<file path="src/rtl/dither_pkg.sv">
// Shared constants and state encoding for the frame sequencer.
//
// Contents:
//   IMAGEX, IMAGEY    default image geometry in pixels
//   IMAGE_SIZE        pixels per frame
//   RGB_SIZE          pixel width in bits
//   ADDR_W            frame address width
//   seq_state_t       sequencer state encoding
//   state_is_busy()   true for every state except IDLE
package dither_pkg;

    localparam int IMAGEX     = 64;
    localparam int IMAGEY     = 64;
    localparam int IMAGE_SIZE = IMAGEX * IMAGEY;
    localparam int RGB_SIZE   = 8;
    localparam int ADDR_W     = $clog2(IMAGE_SIZE);

    typedef enum logic [3:0] {
        ST_IDLE  = 4'd0,
        ST_LOAD  = 4'd1,
        ST_RD    = 4'd2,
        ST_LAT   = 4'd3,
        ST_PROC  = 4'd4,
        ST_WB    = 4'd5,
        ST_U_RD  = 4'd6,
        ST_U_LAT = 4'd7,
        ST_U_TX  = 4'd8
    } seq_state_t;

    // The sequencer counts as busy whenever it has left IDLE.
    function automatic logic state_is_busy(input seq_state_t s);
        return (s != ST_IDLE);
    endfunction

endpackage

</file>
<file path="src/rtl/frame_addr_counter.sv">
// Pixel address counter for the frame sequencer.
//
// Ports:
//   clk, rst   clock and asynchronous active-low reset
//   clr        synchronous clear to 0 (wins over inc)
//   inc        advance by one; holds at DEPTH-1 so the count never wraps
//   addr       current address (registered)
//   last       high while addr equals DEPTH-1
module frame_addr_counter #(
    parameter int DEPTH  = 4096,
    parameter int ADDR_W = 12
) (
    input  logic              clk,
    input  logic              rst,
    input  logic              clr,
    input  logic              inc,
    output logic [ADDR_W-1:0] addr,
    output logic              last
);

    localparam logic [ADDR_W-1:0] LAST_ADDR = ADDR_W'(DEPTH - 1);

    logic [ADDR_W-1:0] addr_d;
    logic [ADDR_W-1:0] addr_q;

    // Next-address selection: clear wins, increment saturates at the last pixel.
    always_comb begin
        addr_d = addr_q;
        if (clr) begin
            addr_d = {ADDR_W{1'b0}};
        end else if (inc && (addr_q != LAST_ADDR)) begin
            addr_d = addr_q + ADDR_W'(1);
        end else begin
            addr_d = addr_q;
        end
    end

    // Address register.
    always_ff @(posedge clk or negedge rst) begin
        if (!rst) begin
            addr_q <= {ADDR_W{1'b0}};
        end else begin
            addr_q <= addr_d;
        end
    end

    assign addr = addr_q;
    assign last = (addr_q == LAST_ADDR);

endmodule

</file>
<file path="src/rtl/frame_sequencer.sv">
// Frame sequencer: loads a frame of pixels from the SPI receiver into the
// frame RAM, runs every pixel through the pixel algorithm unit in place,
// then streams the processed frame out to the SPI transmitter.
//
// Ports:
//   clk, rst                 clock, asynchronous active-low reset
//   start, abort             frame start pulse (IDLE only), abort level
//   rx_valid/rx_ready/rx_data   inbound pixel handshake
//   tx_valid/tx_ready/tx_data   outbound pixel handshake
//   ram_addr/ram_wr_en/ram_wdata/ram_rdata   frame RAM port (1-cycle read)
//   pau_req/pau_color/pau_done/pau_result    pixel algorithm unit handshake
//   busy                     high outside IDLE
//   frame_done               one-cycle pulse after the last pixel leaves
module frame_sequencer #(
    parameter int  IMAGEX     = dither_pkg::IMAGEX,
    parameter int  IMAGEY     = dither_pkg::IMAGEY,
    parameter int  RGB_SIZE   = dither_pkg::RGB_SIZE,
    localparam int IMAGE_SIZE = IMAGEX * IMAGEY,
    localparam int ADDR_W     = $clog2(IMAGE_SIZE)
) (
    input  logic                clk,
    input  logic                rst,
    input  logic                start,
    input  logic                abort,
    input  logic                rx_valid,
    output logic                rx_ready,
    input  logic [RGB_SIZE-1:0] rx_data,
    output logic                tx_valid,
    input  logic                tx_ready,
    output logic [RGB_SIZE-1:0] tx_data,
    output logic [ADDR_W-1:0]   ram_addr,
    output logic                ram_wr_en,
    output logic [RGB_SIZE-1:0] ram_wdata,
    input  logic [RGB_SIZE-1:0] ram_rdata,
    output logic                pau_req,
    output logic [RGB_SIZE-1:0] pau_color,
    input  logic                pau_done,
    input  logic [RGB_SIZE-1:0] pau_result,
    output logic                busy,
    output logic                frame_done
);

    import dither_pkg::*;

    seq_state_t          state_d,      state_q;
    logic [RGB_SIZE-1:0] operand_d,    operand_q;
    logic [RGB_SIZE-1:0] result_d,     result_q;
    logic [RGB_SIZE-1:0] tx_d,         tx_q;
    logic                req_seen_d,   req_seen_q;
    logic                frame_done_d, frame_done_q;
    logic                busy_q;
    logic                rx_ready_q;
    logic                pau_req_q;
    logic                tx_valid_q;

    logic                addr_clr_s;
    logic                addr_inc_s;
    logic [ADDR_W-1:0]   addr_s;
    logic                addr_last_s;
    logic                rx_hs_s;

    frame_addr_counter #(
        .DEPTH  (IMAGE_SIZE),
        .ADDR_W (ADDR_W)
    ) u_addr_cnt (
        .clk  (clk),
        .rst  (rst),
        .clr  (addr_clr_s),
        .inc  (addr_inc_s),
        .addr (addr_s),
        .last (addr_last_s)
    );

    assign rx_hs_s = rx_valid && rx_ready_q;

    // Next-state and datapath-register logic; abort overrides everything.
    always_comb begin
        state_d      = state_q;
        operand_d    = operand_q;
        result_d     = result_q;
        tx_d         = tx_q;
        req_seen_d   = req_seen_q;
        frame_done_d = 1'b0;
        addr_clr_s   = 1'b0;
        addr_inc_s   = 1'b0;

        case (state_q)
            ST_IDLE: begin
                if (start) begin
                    state_d    = ST_LOAD;
                    addr_clr_s = 1'b1;
                end else begin
                    state_d = ST_IDLE;
                end
            end
            ST_LOAD: begin
                if (rx_hs_s && addr_last_s) begin
                    addr_clr_s = 1'b1;
                    state_d    = ST_RD;
                end else if (rx_hs_s) begin
                    addr_inc_s = 1'b1;
                end else begin
                    state_d = ST_LOAD;
                end
            end
            ST_RD: begin
                state_d = ST_LAT;
            end
            ST_LAT: begin
                operand_d  = ram_rdata;
                req_seen_d = 1'b0;
                state_d    = ST_PROC;
            end
            ST_PROC: begin
                // pau_done is ignored on the first PROC cycle, when the
                // request has only just been raised.
                req_seen_d = 1'b1;
                if (req_seen_q && pau_done) begin
                    result_d = pau_result;
                    state_d  = ST_WB;
                end else begin
                    state_d = ST_PROC;
                end
            end
            ST_WB: begin
                if (addr_last_s) begin
                    addr_clr_s = 1'b1;
                    state_d    = ST_U_RD;
                end else begin
                    addr_inc_s = 1'b1;
                    state_d    = ST_RD;
                end
            end
            ST_U_RD: begin
                state_d = ST_U_LAT;
            end
            ST_U_LAT: begin
                tx_d    = ram_rdata;
                state_d = ST_U_TX;
            end
            ST_U_TX: begin
                if (tx_ready && addr_last_s) begin
                    frame_done_d = 1'b1;
                    state_d      = ST_IDLE;
                end else if (tx_ready) begin
                    addr_inc_s = 1'b1;
                    state_d    = ST_U_RD;
                end else begin
                    state_d = ST_U_TX;
                end
            end
            default: begin
                state_d    = ST_IDLE;
                addr_clr_s = 1'b1;
            end
        endcase

        if (abort) begin
            state_d      = ST_IDLE;
            addr_clr_s   = 1'b1;
            addr_inc_s   = 1'b0;
            frame_done_d = 1'b0;
        end else begin
            state_d = state_d;
        end
    end

    // State, datapath registers and the state-decoded handshake outputs.
    always_ff @(posedge clk or negedge rst) begin
        if (!rst) begin
            state_q      <= ST_IDLE;
            operand_q    <= {RGB_SIZE{1'b0}};
            result_q     <= {RGB_SIZE{1'b0}};
            tx_q         <= {RGB_SIZE{1'b0}};
            req_seen_q   <= 1'b0;
            frame_done_q <= 1'b0;
            busy_q       <= 1'b0;
            rx_ready_q   <= 1'b0;
            pau_req_q    <= 1'b0;
            tx_valid_q   <= 1'b0;
        end else begin
            state_q      <= state_d;
            operand_q    <= operand_d;
            result_q     <= result_d;
            tx_q         <= tx_d;
            req_seen_q   <= req_seen_d;
            frame_done_q <= frame_done_d;
            busy_q       <= state_is_busy(state_d);
            rx_ready_q   <= (state_d == ST_LOAD);
            pau_req_q    <= (state_d == ST_PROC);
            tx_valid_q   <= (state_d == ST_U_TX);
        end
    end

    // RAM write port: the LOAD write must land in the same cycle as the
    // receive handshake, so the strobe and data are decoded, not registered.
    always_comb begin
        ram_wr_en = 1'b0;
        ram_wdata = {RGB_SIZE{1'b0}};
        if ((state_q == ST_LOAD) && rx_hs_s) begin
            ram_wr_en = 1'b1;
            ram_wdata = rx_data;
        end else if (state_q == ST_WB) begin
            ram_wr_en = 1'b1;
            ram_wdata = result_q;
        end else begin
            ram_wr_en = 1'b0;
            ram_wdata = {RGB_SIZE{1'b0}};
        end
    end

    assign ram_addr   = addr_s;
    assign rx_ready   = rx_ready_q;
    assign tx_valid   = tx_valid_q;
    assign tx_data    = tx_q;
    assign pau_req    = pau_req_q;
    assign pau_color  = operand_q;
    assign busy       = busy_q;
    assign frame_done = frame_done_q;

endmodule

</file>
<file path="config.mk">
export PLATFORM = sky130hd
export DESIGN_NAME = frame_sequencer
export DESIGN_NICKNAME = d
export VERILOG_FILES = /design/src/rtl/dither_pkg.sv /design/src/rtl/frame_addr_counter.sv /design/src/rtl/frame_sequencer.sv
export SDC_FILE = /design/constraint.sdc
export NUM_CORES = 1
export LEC_CHECK = 0
export BUFFER_PORTS_ARGS = -buffer_cell sky130_fd_sc_hd__buf_2
export CORE_ASPECT_RATIO = 1.25
export CORE_UTILIZATION = 30
export CTS_BUF_LIST = sky130_fd_sc_hd__clkbuf_8
export DETAILED_ROUTE_END_ITERATION = 16
export SYNTH_ARGS = -nofsm -noshare
export SYNTH_HDL_FRONTEND = slang
export SYNTH_SLANG_ARGS = --single-unit
</file>
<file path="constraint.sdc">
create_clock -name clk -period 1.7 [get_ports clk]
set_input_delay 0.085 -clock clk [delete_from_list [all_inputs] [get_ports clk]]
set_output_delay 0.085 -clock clk [all_outputs]
set_load 0.01 [all_outputs]
</file>
# Word level (Yosys, flattened, before mapping)
# Cells that the tools add are included.
[word_totals]
register_bits = 46
output_inout_bits = 42
latchBits = 0
rom_bits = 0
mem_count = 0
mem_bits_rw = 0
[op_classes]
mul = 0
eq_ne = 13
n_shift = 0
n_mux = 31
div = 0
reduce_logical = 12
add_sub_neg = 1
n_bitwise = 0
magnitude_cmp = 0
[ops]
columns = ["op", "n"]
rows = [
  ["$pmux 4 s9", 1],
  ["$mux 12", 2],
  ["$eq 4x3->1 const B", 5],
  ["$mux 4", 5],
  ["$mux 1", 17],
  ["$mux 8", 2],
  ["$add 12x1->12 const B", 1],
  ["$eq 12x12->1 const B", 1],
  ["$ne 12x12->1 const B", 1],
  ["$eq 4x1->1 const B", 2],
  ["$eq 4x2->1 const B", 2],
  ["$eq 4x4->1 const B", 2],
  ["$logic_and 1x1->1", 6],
  ["$reduce_or 6->1", 1],
  ["$logic_not 4->1", 1],
  ["$pmux 1 s4", 1],
  ["$reduce_bool 2->1", 2],
  ["$reduce_bool 4->1", 1],
  ["$mux 3", 1],
  ["$pmux 1 s3", 1],
  ["$pmux 1 s2", 1],
  ["$reduce_and 2->1", 1],
]

# Logic depth before layout (Yosys ltp)
# Gate-level depths: netlist of run 1.
[logic_depth]
ltp_word = 8
depth_mapped = 7

# Modules after synthesis
# Synthesis of run 1 repeated with hierarchy kept, for this count alone.
[hier_totals]
hier_cells = 191
hier_area_um2 = 2228.4
[modules_own_cells]
columns = ["module", "area_each_um2", "instances", "cells_each"]
rows = [
  ["frame_sequencer", 1566.5, 1, 124],
  ["frame_addr_counter", 661.9, 1, 67],
]

# Worst setup path after synthesis of run 1
# OpenSTA, ideal clock, no wires.
[synth_timing]
kind = "reg-to-reg"
from = "register u_addr_cnt.addr_q[0] (netlist: u_addr_cnt.addr[0])"
to = "register u_addr_cnt.addr_q[0] (netlist: u_addr_cnt.addr[0])"
arrival_time_ns = 1.717
period_less_slack_ns = 1.841
setup_time_ns = 0.125
stages_incl_launch_ff = 8
path_slack_ns = -0.141
required_time_ns = 1.575
n_path_buf = 1
path_cell_list = "dfrtp_1 ha_1 nand3_1 nor4b_2 buf_4 a21o_1 nor2_1 mux2_2"
[synth_between]
elab_chain_cells = 7
elab_cells_between_ends = 18
cone_classes = "add/sub (1); eq/ne (2); mux (11); reduce/logical (4)"
[synth_rtl]
columns = ["element", "line_no", "text"]
rows = [
  ["start: declaration", "frame_addr_counter.sv:24", "logic [ADDR_W-1:0] addr_q;"],
  ["start signal: assignment", "frame_addr_counter.sv:41", "addr_q <= {ADDR_W{1'b0}};"],
  ["start signal: assignment", "frame_addr_counter.sv:43", "addr_q <= addr_d;"],
  ["$eq 12x12->1", "frame_addr_counter.sv:48", "assign last = (addr_q == LAST_ADDR);"],
  ["$logic_and 1x1->1, on equally long branches", "frame_sequencer.sv:142, frame_sequencer.sv:97", ""],
  ["$mux 1, on equally long branches", "frame_sequencer.sv:142, frame_sequencer.sv:97", ""],
  ["$pmux 1 s3", "frame_sequencer.sv:87", "case (state_q)"],
  ["$mux 1", "frame_sequencer.sv:158", "if (abort) begin"],
  ["$logic_and 1x1->1", "frame_addr_counter.sv:31", "end else if (inc && (addr_q != LAST_ADDR)) begin"],
  ["$reduce_bool 2->1 (no source line)", "n/a", ""],
]
# Several ways; a longest one is shown, not always the timed one. The select of a mux whose other input is x is not followed.
# A chain may end at the register's enable or synchronous reset.

# Worst setup path in the final report of run 1
[layout_timing]
from = "register state_q[1]"
to = "register u_addr_cnt.addr_q[10] (netlist: u_addr_cnt.addr[10])"
[layout_between]
elab_chain_cells = 5
elab_cells_between_ends = 17
cone_classes = "eq/ne (8); mux (5); reduce/logical (4)"
[layout_rtl]
columns = ["element", "line_no", "text"]
rows = [
  ["start: declaration", "frame_sequencer.sv:45", "seq_state_t state_d, state_q;"],
  ["start signal: assignment", "frame_sequencer.sv:182", "state_q <= state_d;"],
  ["$eq 4x4->1 (tied with other cells)", "frame_sequencer.sv:87", ""],
  ["$reduce_or 6->1 (no source line) or $pmux 1 s3 (tied branches)", "n/a", ""],
  ["$pmux 1 s4 or $mux 1 (tied branches)", "frame_sequencer.sv:87, frame_sequencer.sv:158", ""],
  ["$mux 1 or $logic_and 1x1->1 (tied branches)", "frame_sequencer.sv:158, frame_addr_counter.sv:31", ""],
  ["$mux 12 or $reduce_bool 2->1 (tied branches)", "n/a", ""],
]
# Several ways; a longest one is shown, not always the timed one.

==> results of run 1 <==
[cell families (layout without fill, tap and decap cells)]
logic type,Yosys count,in the layout,synth area share [%]
muxes,26,26,13.0
AOI/OAI and AO/OA,31,31,9.88
DFF,46,46,51.1
buffers and inverters,11,142,2.33
xor gates and xnor gates,8,8,3.11
and+or+nand+nor,74,74,20.1
adders and majority gates,1,1,0.555
[final cells by class]
type | instances | area, µm² | share of cell area [%]
tap | 92 | 115 | 3.25
clock inverter | 3 | 17.5 | 0.495
multi-input combinational | 140 | 1310 | 36.9
timing repair buffer | 131 | 870 | 24.6
inverter | 3 | 11.3 | 0.318
clock buffer | 5 | 68.8 | 1.94
sequential | 46 | 1150 | 32.5
[state kept, by name (all words and copies together) (netlist names)]
register         flops
result_q             8
frame_done           1
tx_valid             1
rx_ready             1
req_seen_q           1
u_addr_cnt.addr     12
pau_color            8
tx_data              8
busy                 1
pau_req              1
state_q              4
[path summary, 6_finish.rpt]
path	end	slack, ns	startpoint	depth (start not counted)
hold / removal	result_q[7]$_DFFE_PN0P_	0.01	pau_result[7]	2
setup reg to reg	u_addr_cnt.addr[10]$_DFFE_PN0P_	-0.11	state_q[1]$_DFF_PN0_	5
min in group asynchronous	u_addr_cnt.addr[10]$_DFFE_PN0P_	0.26	rst	2
setup / recovery	u_addr_cnt.addr[10]$_DFFE_PN0P_	-0.11	state_q[1]$_DFF_PN0_	5
hold reg to reg	tx_data[4]$_DFFE_PN0N_	0.51	tx_data[4]$_DFFE_PN0N_	1
max in group asynchronous	state_q[0]$_DFF_PN0_	0.93	rst	3
[cell usage after synthesis, types with 2 or more instances]
| library cell | instances | area (µm²) |
|---|---|---|
| sky130_fd_sc_hd__a211oi_1 | 2 | 15.0 |
| sky130_fd_sc_hd__a21oi_1 | 9 | 45.0 |
| sky130_fd_sc_hd__a22o_1 | 9 | 78.8 |
| sky130_fd_sc_hd__buf_2 | 6 | 30.0 |
| sky130_fd_sc_hd__dfrtp_1 | 46 | 1150 |
| sky130_fd_sc_hd__inv_1 | 3 | 11.3 |
| sky130_fd_sc_hd__mux2_2 | 26 | 293 |
| sky130_fd_sc_hd__nand2_1 | 9 | 33.8 |
| sky130_fd_sc_hd__nand2b_1 | 4 | 25.0 |
| sky130_fd_sc_hd__nand3_1 | 8 | 40.0 |
| sky130_fd_sc_hd__nand4_1 | 4 | 25.0 |
| sky130_fd_sc_hd__nor2_1 | 19 | 71.3 |
| sky130_fd_sc_hd__nor3_1 | 4 | 20.0 |
| sky130_fd_sc_hd__nor3b_1 | 2 | 15.0 |
| sky130_fd_sc_hd__nor4_1 | 2 | 12.5 |
| sky130_fd_sc_hd__nor4_2 | 6 | 75.1 |
| sky130_fd_sc_hd__o21ai_0 | 2 | 10.0 |
| sky130_fd_sc_hd__or3_1 | 3 | 18.8 |
| sky130_fd_sc_hd__xnor2_1 | 7 | 61.3 |
[timing repair]
action | CTS | global route
buffers inserted | 8 | 3
endpoints found under the hold margin | 21 | 0
resized for setup | 19 | 31
endpoints found under the setup margin | 24 | 26
pin swaps | 12 | 30
hold buffers | 3 | 0
[metal layers]
metal | global-route usage (%) | part of all wire (%)
met1 | 18.9 | 41
met2 | 27.9 | 54
met3 | 2.87 | 3.0
met4 | 6.15 | 1.4
met5 | 0 | 0
[worst register-to-register path: stages (launching register included)]
cell	delay, ns
sky130_fd_sc_hd__dfrtp_1	0.40
sky130_fd_sc_hd__or3b_4	0.40
sky130_fd_sc_hd__a2bb2oi_4	0.17
sky130_fd_sc_hd__buf_12	0.16
sky130_fd_sc_hd__or4_4	0.49
sky130_fd_sc_hd__a21oi_2	0.14
[power breakdown]
| group | switching [mW] | internal [mW] |
|---|---|---|
| clock | 0.383 | 0.285 |
| sequential | 0.0118 | 1.12 |
| combinational | 0.125 | 0.126 |
[per-stage QoR]
step	utilization (%)	hold slack, ns	cell area, µm²	setup WS, ns	total power [mW]
floorplan	-	-0.211	2290	-0.106	1.22
global placement	42.1	0.0755	3080	-0.0541	1.35
detailed placement	42.1	0.0758	3080	-0.0780	1.35
CTS	45.8	0.00224	3350	-0.129	2.06
global route	48.4	0.000602	3540	-0.235	2.14
finish	48.4	0.0117	3540	-0.111	2.05
[layout by cell type (no fill, tap or decap), types with 2 or more instances in the layout]
cell,count
sky130_fd_sc_hd__a211oi_2,2
sky130_fd_sc_hd__a21oi_1,4
sky130_fd_sc_hd__a21oi_2,4
sky130_fd_sc_hd__a22o_1,9
sky130_fd_sc_hd__buf_12,2
sky130_fd_sc_hd__buf_2,72
sky130_fd_sc_hd__buf_4,45
sky130_fd_sc_hd__buf_6,9
sky130_fd_sc_hd__clkbuf_8,5
sky130_fd_sc_hd__dfrtp_1,45
sky130_fd_sc_hd__dlygate4sd3_1,3
sky130_fd_sc_hd__inv_1,4
sky130_fd_sc_hd__mux2_2,26
sky130_fd_sc_hd__nand2_1,8
sky130_fd_sc_hd__nand2b_1,3
sky130_fd_sc_hd__nand3_1,7
sky130_fd_sc_hd__nand4_1,4
sky130_fd_sc_hd__nor2_1,13
sky130_fd_sc_hd__nor2_2,5
sky130_fd_sc_hd__nor3_2,3
sky130_fd_sc_hd__nor3_4,2
sky130_fd_sc_hd__nor4_2,2
sky130_fd_sc_hd__nor4_4,6
sky130_fd_sc_hd__o21ai_0,2
sky130_fd_sc_hd__or3_4,3
sky130_fd_sc_hd__xnor2_1,6
==> results_dict.tcl, run 1 <==
set metrics [dict create \
    timing.setup.critical_path_class "reg2reg" \
    die-height_um 98.9 \
    period_share_pct 107 \
    grt_max_degree 28 \
    hold_path.class "in2reg" \
    seq_area_frac_synth_pct 51.1 \
    worstSetupStartpointType "flop" \
    layout-drive-gt1-share_pct 62.2 \
    fp.dieArea_um2 7870 \
    setup_slack_ns -0.111 \
    clock_tree_from_tritoncts "built" \
    initial_utilization_pct 30.8 \
    yosysWarningCount 0 \
    timing.fmax_mhz 552 \
    critical_path.slowest_cell "sky130_fd_sc_hd__or4_4" \
    cts_buffers 5 \
    cpPeakStageDelay_ns 0.48 \
    design.portCount 73 \
    asyncSetResetFlopFracSynth_pct 100 \
    die_w_um 79.5 \
    synth.net_count 229 \
    grt_pass1_vias 2080 \
    timing.slew.headroom_pct 51.5 \
    leakagePower_nw 1.69 \
    globalRoute.totalOverflow 0 \
    mappedNetlistArea_um2 2250 \
    violation_count_after_the_first_detailed_route_iteration 39 \
    route.vias.total 2039 \
    critical_path_data_arrival_time_ns 2.05 \
    number_of_enable_flip_flop_cells_after_synthesis 0 \
    worst_skew_pair.late_latency_ns 0.30 \
    finClkSkew_ns 0.00773 \
    timing_hold_violations_final 0 \
    transition_time_at_the_pin_with_the_least_slew_margin_ns 0.722 \
    gp_routability_congestion 0.863 \
    synth_flop_cell "sky130_fd_sc_hd__dfrtp_1" \
    finalSetupViolations 17 \
    final_max_slew_viol_count 0 \
    cp_cell_sequence "or3b_4 -> a2bb2oi_4 -> buf_12 -> or4_4 -> a21oi_2" \
    core_area_um2 7310 \
    final.fill_count 680 \
    grt_antenna_before_repair 0 \
    h_tree_lvl_count 2 \
    endpoint_kind "flop" \
    buffer_ports.inserted 72 \
    ys_seq_elements 46 \
    failed_checks "negative setup slack" \
    finish.net_count 359 \
    rsz0062_at_grt "true" \
    maxCapViolCount 0 \
    grtUsageTotal_pct 15.9 \
    num_rows 35 \
    critPathBufInv 1 \
    place_inst 398 \
    critPathMaxFanout 9 \
    detail_route.first_pass.iterations 6 \
    power-per-cell-area_nw_per_um2 578 \
    worst_setup_hold_path_clk_slew_ns 0.09 \
    vdd.ir_drop.worst_mv 0.318 \
    drc_errors 0 \
    cts_buffer_depth 2 \
    fin_cells 420 \
    number_of_instances_in_the_synthesized_netlist 197 \
    period_needed_ns 1.81 \
    critical_path_rt_ns 1.94 \
    antenna_left 0 \
    clock_tree.root_cell "sky130_fd_sc_hd__clkbuf_8" \
    flow.area_growth_from_synthesis_pct 57.0 \
    hpwlAfterDp_um 4280 \
    n_antenna_cell 0 \
    via_per_inst 4.85 \
    synth.distinct_cells 45 \
    post_drt_wl_per_cell_um 14.7 \
    synth_area_per_cell_um2 11.4 \
    run_status "finished with violations" \
    grt_pass1_wl_um 9630 \
    wirelength_um 6160 \
    family_of_cells_with_the_greatest_summed_delay_on_the_critical_path "simple AND/OR/NAND/NOR gates" \
    cts.sink_count 46 \
    setup_total_negative_slack_ns -0.994 \
]
No activity file was read; power rests on OpenSTA's default activity.
==> inputs of run 2 (changes only) <==
--- a/config.mk
+++ b/config.mk
@@ -5,11 +5,13 @@
 export SDC_FILE = /design/constraint.sdc
 export NUM_CORES = 1
 export LEC_CHECK = 0
+export ABC_AREA = 1
 export BUFFER_PORTS_ARGS = -buffer_cell sky130_fd_sc_hd__buf_2
 export CORE_ASPECT_RATIO = 1.25
 export CORE_UTILIZATION = 30
 export CTS_BUF_LIST = sky130_fd_sc_hd__clkbuf_8
 export DETAILED_ROUTE_END_ITERATION = 16
+export PLACE_DENSITY_LB_ADDON = 0.25
 export SYNTH_ARGS = -nofsm -noshare
 export SYNTH_HDL_FRONTEND = slang
 export SYNTH_SLANG_ARGS = --single-unit
==> run 2 against run 1 <==
Against the previous run: the flow now finishes without violations; total power decreased by 0.26%; design area decreased by 10%; first-iteration DRC count grew 85%; sequential cell count unchanged; cell count rose by 13%; combinational power shrank 20%; largest power group unchanged.
==> results_dict.tcl, run 2 <==
set metrics [dict create \
    run_status "finished, final reports clean" \
    number_of_instances_in_the_synthesized_netlist 282 \
    critical_path.reg2reg.endpoint "u_addr_cnt.addr[9]$_DFFE_PN0P_" \
    total_power_mw 2.04 \
    final.fill_count 810 \
    synth_area_per_cell_um2 8.54 \
    timing.slew.headroom_pct 65.0 \
    critical_path.slowest_cell "sky130_fd_sc_hd__dfrtp_2" \
    worstSetupStartpoint "state_q[3]$_DFF_PN0_" \
    ys_seq_elements 46 \
    worst_setup_hold_path_clk_slew_ns 0.10 \
    setup_slack_ns 0.0900 \
    worstSetupEndpoint "ram_wdata[4]" \
    critPathMaxFanout 9 \
    die-height_um 102 \
    number_of_enable_flip_flop_cells_after_synthesis 0 \
    grtUsageTotal_pct 14.8 \
    worstRegToRegCells 7 \
    route.vias.total 2131 \
    wirelength_um 5640 \
    cts_buffer_depth 2 \
    initial_utilization_pct 30.9 \
    worstSetupStartpointType "flop" \
    grt_pass1_vias 2066 \
    violation_count_after_the_first_detailed_route_iteration 72 \
    period_share_pct 94.7 \
    leakagePower_nw 1.73 \
    clock_tree_from_tritoncts "built" \
    layout-drive-gt1-share_pct 33.5 \
    n_antenna_cell 0 \
    gp_routability_congestion 0.831 \
    maxCapViolCount 0 \
    grt_max_degree 26 \
    rsz0062_at_grt "false" \
    yosys-top-cells-count "sky130_fd_sc_hd__nand2_1, sky130_fd_sc_hd__dfrtp_1, sky130_fd_sc_hd__inv_1" \
    num_rows 36 \
    grt_antenna_before_repair 0 \
    timing.fmax_mhz 621 \
    most_frequent_standard_cell_in_the_layout_excluding_fill_and_tap_cells "sky130_fd_sc_hd__nand2_1" \
    pre_cts_slack_ns 0.159 \
    cpPeakStageDelay_ns 0.47 \
    cp_cell_sequence "nor2_2 -> nand2_4 -> inv_4 -> a22o_1 -> buf_2" \
    synth_flop_cell "sky130_fd_sc_hd__dfrtp_1" \
    drc_errors 0 \
    global_route.peak_usage_layer "met2" \
    critical_path_rt_ns 1.62 \
    setup_total_negative_slack_ns 0 \
    timing_hold_violations_final 0 \
    detail_route.first_pass.iterations 4 \
    hpwlAfterDp_um 4320 \
    critical_path_data_arrival_time_ns 1.52 \
    period_needed_ns 1.61 \
    timing.reg2reg.setup_slack_ns 0.17 \
    cts_buffers 5 \
    cts.sink_count 46 \
    synthDominantAreaCellType "sky130_fd_sc_hd__dfrtp_1" \
    globalRoute.totalOverflow 0 \
    antenna_left 0 \
    multi_input_comb_area_um2 1090 \
    timing.setup.critical_path_class "reg2out" \
    via_per_inst 4.50 \
    hold_path.class "in2reg" \
    fp.dieArea_um2 8390 \
    synth.top_cell.area_share_pct 47.8 \
    max_ffs_per_register 12 \
    register_area_um2 1150 \
    clock_tree.root_cell "sky130_fd_sc_hd__clkbuf_8" \
    design.portCount 73 \
    endpoint_kind "output pin" \
    final_max_slew_viol_count 0 \
    family_of_cells_with_the_greatest_summed_delay_on_the_critical_path "flip-flops" \
    post_synth_main_area_contributors "sky130_fd_sc_hd__dfrtp_1, sky130_fd_sc_hd__nand2_1, sky130_fd_sc_hd__nand3_1" \
    reg2reg_from "u_addr_cnt.addr[9]$_DFFE_PN0P_" \
    core_area_um2 7790 \
    path_depth 5 \
    grt_util_met3_pct 4.02 \
    yosysWarningCount 0 \
    mappedNetlistArea_um2 2410 \
    synth.distinct_cells 27 \
    synth.most_common_cell "sky130_fd_sc_hd__nand2_1" \
    h_tree_lvl_count 2 \
    synth.net_count 314 \
    grt_pass1_wl_um 9420 \
    die_w_um 82.1 \
    critPathBufInv 2 \
    grt_met2_use_pct 26.2 \
    finish.net_count 410 \
    vdd.ir_drop.worst_mv 0.366 \
    final_cell_mix "sky130_fd_sc_hd__nand2_1, sky130_fd_sc_hd__buf_2, sky130_fd_sc_hd__dfrtp_1, sky130_fd_sc_hd__inv_1, sky130_fd_sc_hd__nand3_1" \
    seq_area_frac_synth_pct 47.8 \
    finalSetupViolations 0 \
    power-per-cell-area_nw_per_um2 642 \
    buffer_ports.inserted 72 \
    post_drt_wl_per_cell_um 11.9 \
    transition_time_at_the_pin_with_the_least_slew_margin_ns 0.525 \
    worst_skew_pair.late_latency_ns 0.31 \
    flow.area_growth_from_synthesis_pct 32.1 \
    finClkSkew_ns 0.00879 \
    asyncSetResetFlopFracSynth_pct 100 \
    grt.met1_usage_pct 17.0 \
]
## run 2: cell count changes in the layout (fill, tap and decap cells not counted), sizes merged, moves of 6 or more
cell         change
a21oi            -7
buf             -43
dlygate4sd3      +7
inv             +30
mux2            -26
nand2           +90
nand3           +19
nand3b           +6
nor4             -8
o21ai           +16
## run 2: cell families (layout without fill, tap and decap cells)
logic type / Yosys count / count (layout) / synth area share (%)
buffers and inverters: 37 / 134 / 7.02
DFF: 46 / 46 / 47.8
adders and majority gates: 1 / 1 / 0.520
AOI/OAI and AO/OA: 30 / 30 / 8.78
xor gates and xnor gates: 10 / 10 / 3.64
and+or+nand+nor: 158 / 158 / 32.2
## run 2: worst min-delay path by stage
stage                                                end  depth (start not counted)  slack [ns]         start
final                           pau_color[1]$_DFFE_PN0P_                          3        0.03  ram_rdata[1]
after global routing              tx_data[7]$_DFFE_PN0N_                          3        0.04  ram_rdata[7]
after CTS                       pau_color[1]$_DFFE_PN0P_                          3        0.02  ram_rdata[1]
after detailed placement  u_addr_cnt.addr[2]$_DFFE_PN0P_                          1        0.09           rst
after global placement    u_addr_cnt.addr[2]$_DFFE_PN0P_                          1        0.11           rst
after floorplan                           busy$_DFF_PN0_                          0       -0.21           rst
## run 2: routing by layer
metal | up-vias | share of wire, %
li1 | 1083 | -
met1 | 990 | 42
met2 | 51 | 50
met3 | 7 | 5.7
met4 | 0 | 1.6
met5 | - | 0
## run 2: final cells by class
class / instances / share of cell area, %
Clock buffer: 5 / 2.16
Clock inverter: 3 / 0.826
Multi-Input combinational cell: 199 / 34.4
Tap cell: 95 / 3.74
Timing Repair Buffer: 95 / 18.7
Inverter: 31 / 3.90
Sequential cell: 46 / 36.3
## run 2: timing repair
action / 4_1_cts / 5_1_grt
hold buffers: 10 / 0
buffers inserted: 1 / 1
resized for setup: 1 / 7
pin swaps: 0 / 1
hold endpoints to repair: 30 / 0
endpoints found under the setup margin: 8 / 9
## run 2: worst register-to-register path, stage by stage (launching register included)
cell and delay, ns:
sky130_fd_sc_hd__dfrtp_1 0.44, sky130_fd_sc_hd__nand2_1 0.11, sky130_fd_sc_hd__nor2_2 0.20, sky130_fd_sc_hd__nand3_2 0.16, sky130_fd_sc_hd__nand2_2 0.13, sky130_fd_sc_hd__o21bai_4 0.22
sky130_fd_sc_hd__nand3_1 0.13, sky130_fd_sc_hd__nand2_1 0.09
## run 2: metrics by stage
stage | cells | area, µm² | utilization, % | hold slack [ns]
after detailed placement | 454 | 2940 | 37.7 | 0.0946
after global placement | 454 | 2940 | 37.7 | 0.108
after global routing | 474 | 3180 | 40.8 | 0.0361
final | 474 | 3180 | 40.8 | 0.0268
after floorplan | 282 | 2410 | - | -0.211
after CTS | 473 | 3150 | 40.4 | 0.0208
## run 2: power by group
part | leakage (nW) | switching [mW] | internal [mW]
Combinational | 1.13 | 0.110 | 0.0913
Sequential | 0.553 | 0.0112 | 1.11
Clock | 0.0495 | 0.411 | 0.306
Total | 1.73 | 0.532 | 1.51
